`src/rtl/bus_mux_if.sv`:
```
// Bus-mux signal bundle: source selects and data in, bus value, status and counters out.
// The master side drives selects/data, the slave side (the mux) drives results.
interface bus_mux_if #(
  parameter int DW   = 16,
  parameter int NREG = 8,
  parameter int SELW = 3,
  parameter int CNTW = 8
);
  logic [DW-1:0]      din;
  logic [DW-1:0]      aluout;
  logic [NREG*DW-1:0] regs;
  logic               din_en;
  logic               gout;
  logic               rout_en;
  logic [SELW-1:0]    rout;
  logic               clr_err;
  logic [DW-1:0]      buswires;
  logic [DW-1:0]      bus_q;
  logic               bus_vld;
  logic [1:0]         src_q;
  logic [SELW-1:0]    idx_q;
  logic               conflict;
  logic               range_err;
  logic [CNTW-1:0]    conf_cnt;

  modport master (
    output din, aluout, regs, din_en, gout, rout_en, rout, clr_err,
    input  buswires, bus_q, bus_vld, src_q, idx_q, conflict, range_err, conf_cnt
  );
  modport slave (
    input  din, aluout, regs, din_en, gout, rout_en, rout, clr_err,
    output buswires, bus_q, bus_vld, src_q, idx_q, conflict, range_err, conf_cnt
  );
endinterface

```
`src/rtl/bus_mux_reg.sv`:
```
// Fixed-priority datapath bus mux (din > alu > reg) with a registered, holding bus copy,
// source tag, sticky conflict/range flags and a saturating conflict counter.
module bus_mux_reg #(
  parameter int DW   = 16,
  parameter int NREG = 8,
  parameter int SELW = 3,
  parameter int CNTW = 8
) (
  input logic      clk,
  input logic      rst,
  bus_mux_if.slave bus
);
  localparam logic [1:0] SRC_NONE = 2'd0;
  localparam logic [1:0] SRC_DIN  = 2'd1;
  localparam logic [1:0] SRC_ALU  = 2'd2;
  localparam logic [1:0] SRC_REG  = 2'd3;
  localparam logic [CNTW-1:0] CNT_MAX = {CNTW{1'b1}};
  localparam logic [SELW:0]   NREG_W  = (SELW+1)'(NREG);

  logic [NREG-1:0][DW-1:0] reg_arr;
  logic [DW-1:0]           reg_sel, bus_d;
  logic [1:0]              src_d, n_en;
  logic                    any_en, conf_now, range_now;

  logic [DW-1:0]   bus_r;
  logic            vld_r, conflict_r, range_r;
  logic [1:0]      src_r;
  logic [SELW-1:0] idx_r;
  logic [CNTW-1:0] cnt_r, cnt_base;

  for (genvar i = 0; i < NREG; i++) begin : g_unpack
    assign reg_arr[i] = bus.regs[i*DW +: DW];
  end

  // Matching-index mux: an out-of-range rout matches nothing and yields 0.
  always_comb begin
    reg_sel = '0;
    for (int i = 0; i < NREG; i++)
      if (bus.rout == SELW'(i)) reg_sel = reg_arr[i];
  end

  assign n_en      = {1'b0, bus.din_en} + {1'b0, bus.gout} + {1'b0, bus.rout_en};
  assign any_en    = bus.din_en | bus.gout | bus.rout_en;
  assign conf_now  = (n_en >= 2'd2);
  assign range_now = bus.rout_en & ({1'b0, bus.rout} >= NREG_W);

  always_comb begin
    bus_d = '0;
    src_d = SRC_NONE;
    if (bus.din_en) begin
      bus_d = bus.din;
      src_d = SRC_DIN;
    end else if (bus.gout) begin
      bus_d = bus.aluout;
      src_d = SRC_ALU;
    end else if (bus.rout_en) begin
      bus_d = reg_sel;
      src_d = SRC_REG;
    end
  end

  // A clear in the same cycle as a new error restarts the count at 1.
  assign cnt_base = bus.clr_err ? '0 : cnt_r;

  always_ff @(posedge clk or posedge rst) begin
    if (rst) begin
      bus_r      <= '0;
      vld_r      <= 1'b0;
      src_r      <= SRC_NONE;
      idx_r      <= '0;
      conflict_r <= 1'b0;
      range_r    <= 1'b0;
      cnt_r      <= '0;
    end else begin
      vld_r <= any_en;
      if (any_en) begin
        bus_r <= bus_d;
        src_r <= src_d;
        idx_r <= (src_d == SRC_REG) ? bus.rout : '0;
      end
      conflict_r <= (conflict_r & ~bus.clr_err) | conf_now;
      range_r    <= (range_r & ~bus.clr_err) | range_now;
      if (conf_now && cnt_base != CNT_MAX) cnt_r <= cnt_base + 1'b1;
      else                                 cnt_r <= cnt_base;
    end
  end

  assign bus.buswires  = bus_d;
  assign bus.bus_q     = bus_r;
  assign bus.bus_vld   = vld_r;
  assign bus.src_q     = src_r;
  assign bus.idx_q     = idx_r;
  assign bus.conflict  = conflict_r;
  assign bus.range_err = range_r;
  assign bus.conf_cnt  = cnt_r;
endmodule

```
`src/flat_wrapper.sv`:
```
// flat-port wrapper written by rule: the top's interface ports become plain ports
module bus_mux_reg_flat 
#(
  parameter int DW   = 16,
  parameter int NREG = 8,
  parameter int SELW = 3,
  parameter int CNTW = 8
)
  (clk, rst, bus_din, bus_aluout, bus_regs, bus_din_en, bus_gout, bus_rout_en, bus_rout, bus_clr_err, bus_buswires, bus_bus_q, bus_bus_vld, bus_src_q, bus_idx_q, bus_conflict, bus_range_err, bus_conf_cnt);
  bus_mux_if #(.DW(DW), .NREG(NREG), .SELW(SELW), .CNTW(CNTW)) bus_i ();
  input logic clk;
  input logic rst;
  input wire logic [$bits(bus_i.din)-1:0] bus_din;
  input wire logic [$bits(bus_i.aluout)-1:0] bus_aluout;
  input wire logic [$bits(bus_i.regs)-1:0] bus_regs;
  input wire logic [$bits(bus_i.din_en)-1:0] bus_din_en;
  input wire logic [$bits(bus_i.gout)-1:0] bus_gout;
  input wire logic [$bits(bus_i.rout_en)-1:0] bus_rout_en;
  input wire logic [$bits(bus_i.rout)-1:0] bus_rout;
  input wire logic [$bits(bus_i.clr_err)-1:0] bus_clr_err;
  output wire logic [$bits(bus_i.buswires)-1:0] bus_buswires;
  output wire logic [$bits(bus_i.bus_q)-1:0] bus_bus_q;
  output wire logic [$bits(bus_i.bus_vld)-1:0] bus_bus_vld;
  output wire logic [$bits(bus_i.src_q)-1:0] bus_src_q;
  output wire logic [$bits(bus_i.idx_q)-1:0] bus_idx_q;
  output wire logic [$bits(bus_i.conflict)-1:0] bus_conflict;
  output wire logic [$bits(bus_i.range_err)-1:0] bus_range_err;
  output wire logic [$bits(bus_i.conf_cnt)-1:0] bus_conf_cnt;
  assign bus_i.din = bus_din;
  assign bus_i.aluout = bus_aluout;
  assign bus_i.regs = bus_regs;
  assign bus_i.din_en = bus_din_en;
  assign bus_i.gout = bus_gout;
  assign bus_i.rout_en = bus_rout_en;
  assign bus_i.rout = bus_rout;
  assign bus_i.clr_err = bus_clr_err;
  assign bus_buswires = bus_i.buswires;
  assign bus_bus_q = bus_i.bus_q;
  assign bus_bus_vld = bus_i.bus_vld;
  assign bus_src_q = bus_i.src_q;
  assign bus_idx_q = bus_i.idx_q;
  assign bus_conflict = bus_i.conflict;
  assign bus_range_err = bus_i.range_err;
  assign bus_conf_cnt = bus_i.conf_cnt;
  bus_mux_reg #(.DW(DW), .NREG(NREG), .SELW(SELW), .CNTW(CNTW)) u_core (.clk(clk), .rst(rst), .bus(bus_i));
endmodule
```
`config.mk`:
```
export PLATFORM = sky130hd
export DESIGN_NAME = bus_mux_reg_flat
export DESIGN_NICKNAME = d
export VERILOG_FILES = /design/src/rtl/bus_mux_if.sv /design/src/rtl/bus_mux_reg.sv /design/src/flat_wrapper.sv
export SDC_FILE = /design/constraint.sdc
export NUM_CORES = 1
export LEC_CHECK = 0
export ABC_AREA = 0
export BUFFER_PORTS_ARGS = -buffer_cell sky130_fd_sc_hd__buf_2
export CAP_MARGIN = 25
export CELL_PAD_IN_SITES_DETAIL_PLACEMENT = 2
export CELL_PAD_IN_SITES_GLOBAL_PLACEMENT = 2
export CORE_MARGIN = 2
export CORE_UTILIZATION = 22
export DETAILED_ROUTE_END_ITERATION = 10
export HOLD_SLACK_MARGIN = 0.08
export PLACE_DENSITY_LB_ADDON = 0.2
export SYNTH_ARGS = -nofsm -noshare
export SYNTH_HDL_FRONTEND = slang
export SYNTH_SLANG_ARGS = --single-unit
export TNS_END_PERCENT = 20
```
`constraint.sdc`:
```
create_clock -name clk -period 2.08 [get_ports clk]
set_clock_uncertainty 0.05 [all_clocks]
set_input_delay 0.104 -clock clk [delete_from_list [all_inputs] [get_ports clk]]
set_output_delay 0.104 -clock clk [all_outputs]
set_load 0.05 [all_outputs]
```
==> impl_results.rst <==
.. list-table::
   :header-rows: 1

   * - Metric
     - Value
   * - Outcome
     - finished, final reports clean
   * - Initial core utilization
     - 22.5%
   * - Peak per-stage delay on the critical path
     - 0.57 ns
   * - Ports
     - 217
   * - Clk Tree Root Cell
     - sky130_fd_sc_hd__clkbuf_16
   * - Cell Area, Placed
     - 4360 µm²
   * - Combined flip-flop and latch cell area
     - 801 µm²
   * - Detailed-route DRC error count
     - 0
   * - Count of synthesis-stage warnings from yosys
     - 0
   * - Area of combinational cells with multiple inputs
     - 2060 µm²
   * - Transition time at the pin with the least slew margin
     - 0.602 ns
   * - Unique cell type count in the Yosys netlist
     - 42
   * - Remaining max-slew budget at the tightest pin
     - 59.7%
   * - Share of flip-flops with an asynchronous set or reset
     - 100%
   * - Grt ovf
     - 0
   * - Cell area after technology mapping
     - 3110 µm²
   * - Number of placement rows
     - 43
   * - Total track usage
     - 18.1%
   * - Final min period
     - 1.90 ns
   * - Total CTS buffers
     - 5
   * - Number of setup buffers added after CTS
     - 0
   * - Largest fanout of any net on the critical path
     - 13
   * - Floorplan die height
     - 123 µm
   * - Finished layout cell area
     - 4530 µm²
   * - Post-route core utilization
     - 32.7%
   * - Fin cells
     - 757
   * - Total number of vias
     - 3647
   * - IR drop worst, VDD
     - 0.226 mV
   * - Critical path cell sequence
     - buf_2 > buf_4 > and3b_1 > a22oi_1 > o211ai_1 > o21ai_0 > buf_2
   * - Area enclosed by the die boundary
     - 15100 µm²
   * - Die W
     - 123 µm
   * - Placeable core region
     - 13800 µm²
   * - Worst endpoint required time
     - 1.93 ns
   * - Global placement routability congestion
     - 0.865
   * - Slowest stage cell, crit path
     - sky130_fd_sc_hd__and3b_1
   * - Routed wire length
     - 13900 µm
   * - Library cell appearing most often on the critical path
     - sky130_fd_sc_hd__buf_2
   * - Worst skew pair latency
     - 0.28 ns
   * - Largest net degree at the start of global routing
     - 44
   * - Maximum number of buffers from clock root to sink
     - 2
   * - Classification of the worst-slack hold path
     - in -> reg
   * - Setup total negative slack
     - 0 ns
   * - Clock input transition at the sequential cells of the worst setup and hold paths
     - 0.05 ns
   * - Power per standard cell area
     - 533 nW/µm²
   * - Buffering stage count on the worst path with inverters included
     - 3
   * - DR WL/cell
     - 18.4 µm
   * - Port buffer count
     - 216
   * - Crit. End Element
     - primary output
   * - Fillers
     - 1633
   * - Final Hold Violating Endpoints
     - 0
   * - Cell family with the largest share of critical-path delay
     - simple AND/OR/NAND/NOR gates
   * - Data arrival time of the critical path
     - 1.75 ns
   * - Leading cell types in the layout, fill and taps excluded
     - sky130_fd_sc_hd__buf_2 (216), sky130_fd_sc_hd__mux2i_1 (49), sky130_fd_sc_hd__dfrtp_1 (32)
   * - Number of global-route vias before repair
     - 4009
   * - Ratio of final minimum period to clock period
     - 91.6%
   * - Number of instances in the synthesized netlist
     - 365
   * - Post-Syn Nets
     - 536
   * - Fin. max-slew vios
     - 0
   * - Placed wire-length estimate after detailed placement
     - 11500 µm
   * - Max cap viols
     - 0
   * - Clock H-tree levels
     - 2
   * - Register area share after synthesis
     - 25.8%
   * - Setup crit start kind
     - primary input
   * - Cell total after placement
     - 746
   * - Dominant synthesized flop cell
     - sky130_fd_sc_hd__dfrtp_1
   * - # clock sinks
     - 32
   * - Synth Area per Inst
     - 8.51 µm²
   * - Type of the worst setup path
     - in -> out
   * - Post-detailed-route count of antenna-violating nets
     - 0
   * - TritonCTS clock tree
     - done
   * - Most common cell after layout, fill and taps aside
     - sky130_fd_sc_hd__buf_2
   * - First DRT Iteration DRCs
     - 81
   * - Total number of nets in the final design
     - 747
   * - Setup repair after global routing missed its margin
     - no
   * - Vias per Instance
     - 4.82
   * - First-pass iteration count of the detailed router
     - 4
   * - Global-route wire length before repair
     - 20900 µm
   * - Number of enable-type register cells in the synthesized netlist
     - 0
   * - Area growth from synthesis to layout
     - 45.7%
   * - Number of antenna violations at the first check in global routing
     - 1
   * - Static power due to leakage
     - 2.25 nW
   * - Pre-CTS setup slack
     - 0.120 ns
   * - Count of state elements after synthesis
     - 32
   * - Setup-violating endpoint count in the final report
     - 0
   * - Share of layout cells above drive strength 1
     - 44.1%
   * - Worst-case setup margin in the final layout
     - 0.175 ns
   * - Peak clock frequency supported by timing
     - 525 MHz
[repair_timing]
action / 4_1_cts / 5_1_grt
hold buffers: 3 / 0
gates resized for setup: 0 / 1
setup endpoints to repair: 0 / 4
hold endpoints to repair: 34 / 0
[per-stage QoR]
step                      power (mW)  hold WS, ns
final                           2.41       0.0874
after global routing            2.56        0.102
after CTS                       2.46       0.0839
after detailed placement        1.73        0.183
after global placement          1.71        0.185
after floorplan                 1.36        0.170
[report_power, final]
group / leakage, nW / total [mW] / switching, mW / internal, mW
Combinational: 1.80 / 1.01 / 0.647 / 0.366
Clock: 0.0667 / 0.699 / 0.265 / 0.434
Sequential: 0.390 / 0.700 / 0.0274 / 0.673
Total: 2.25 / 2.41 / 0.939 / 1.47
[routing by layer]
metal	up-vias	track usage (%)	wire, µm
met3	12	4.69	1120
met2	144	32.8	7140
met5	-	0	0
met4	0	2.95	127
li1	1756	-	-
met1	1735	21.6	5530
[worst min-delay path, delay by kind of cell]
family,cells,cell delay [ns]
compound gates,1,0.15
buf+inv,1,0.08
simple gates,1,0.05
[cell families after synthesis]
group | share of synthesized area (%)
compound gates | 28.5
flops | 25.8
fa+ha+maj | 0.805
buf+inv | 7.81
xor+xnor | 1.69
mux | 20.9
simple gates | 14.5
[area by class of cell]
class                           count  area share, %
Clock buffer                        6           2.85
Timing Repair Buffer              233           27.5
Multi-Input combinational cell    289           45.6
Antenna cell                        1         0.0553
Inverter                           15           1.24
Sequential cell                    32           17.7
Tap cell                          180           4.98
Clock inverter                      1          0.111
[worst paths after layout]
check | startpoint | end | slack, ns | depth (start not counted)
min | bus_din[12] | u_core.bus.bus_q[12] | 0.09 | 3
min reg2reg | u_core.bus.src_q[1] | u_core.bus.src_q[1] | 0.44 | 2
max reg2reg | u_core.bus.conf_cnt[0] | u_core.bus.conf_cnt[1] | 0.22 | 5
max | bus_rout[0] | bus_buswires[9] | 0.18 | 7
min in group asynchronous | rst | u_core.bus.range_err | 0.40 | 4
max in group asynchronous | rst | u_core.bus.bus_q[11] | 1.25 | 4
[synth_stat cells (all sizes together) (4+ instances only)]
master / count / area [µm²]
buf: 19 / 148
a22oi: 13 / 97.6
nand2: 7 / 26.3
o211ai: 16 / 125
o22ai: 19 / 119
nor3: 4 / 20.0
mux2: 14 / 158
o21ai: 27 / 135
inv: 15 / 56.3
dfrtp: 32 / 801
o21a: 16 / 120
or2b: 5 / 37.5
nor2: 25 / 93.8
xnor2: 5 / 43.8
nand2b: 4 / 25.0
clkbuf: 10 / 38.8
nor2b: 23 / 144
mux2i: 49 / 490
a21boi: 16 / 120
a21oi: 24 / 124
[sequential cells by signal, summed over array words and instances, names as in the netlist]
signal,cells
u_core.bus.bus_q,16
u_core.bus.bus_vld,1
u_core.bus.conf_cnt,8
u_core.bus.conflict,1
u_core.bus.idx_q,3
u_core.bus.range_err,1
u_core.bus.src_q,2
No activity file was read; power rests on OpenSTA's default activity.
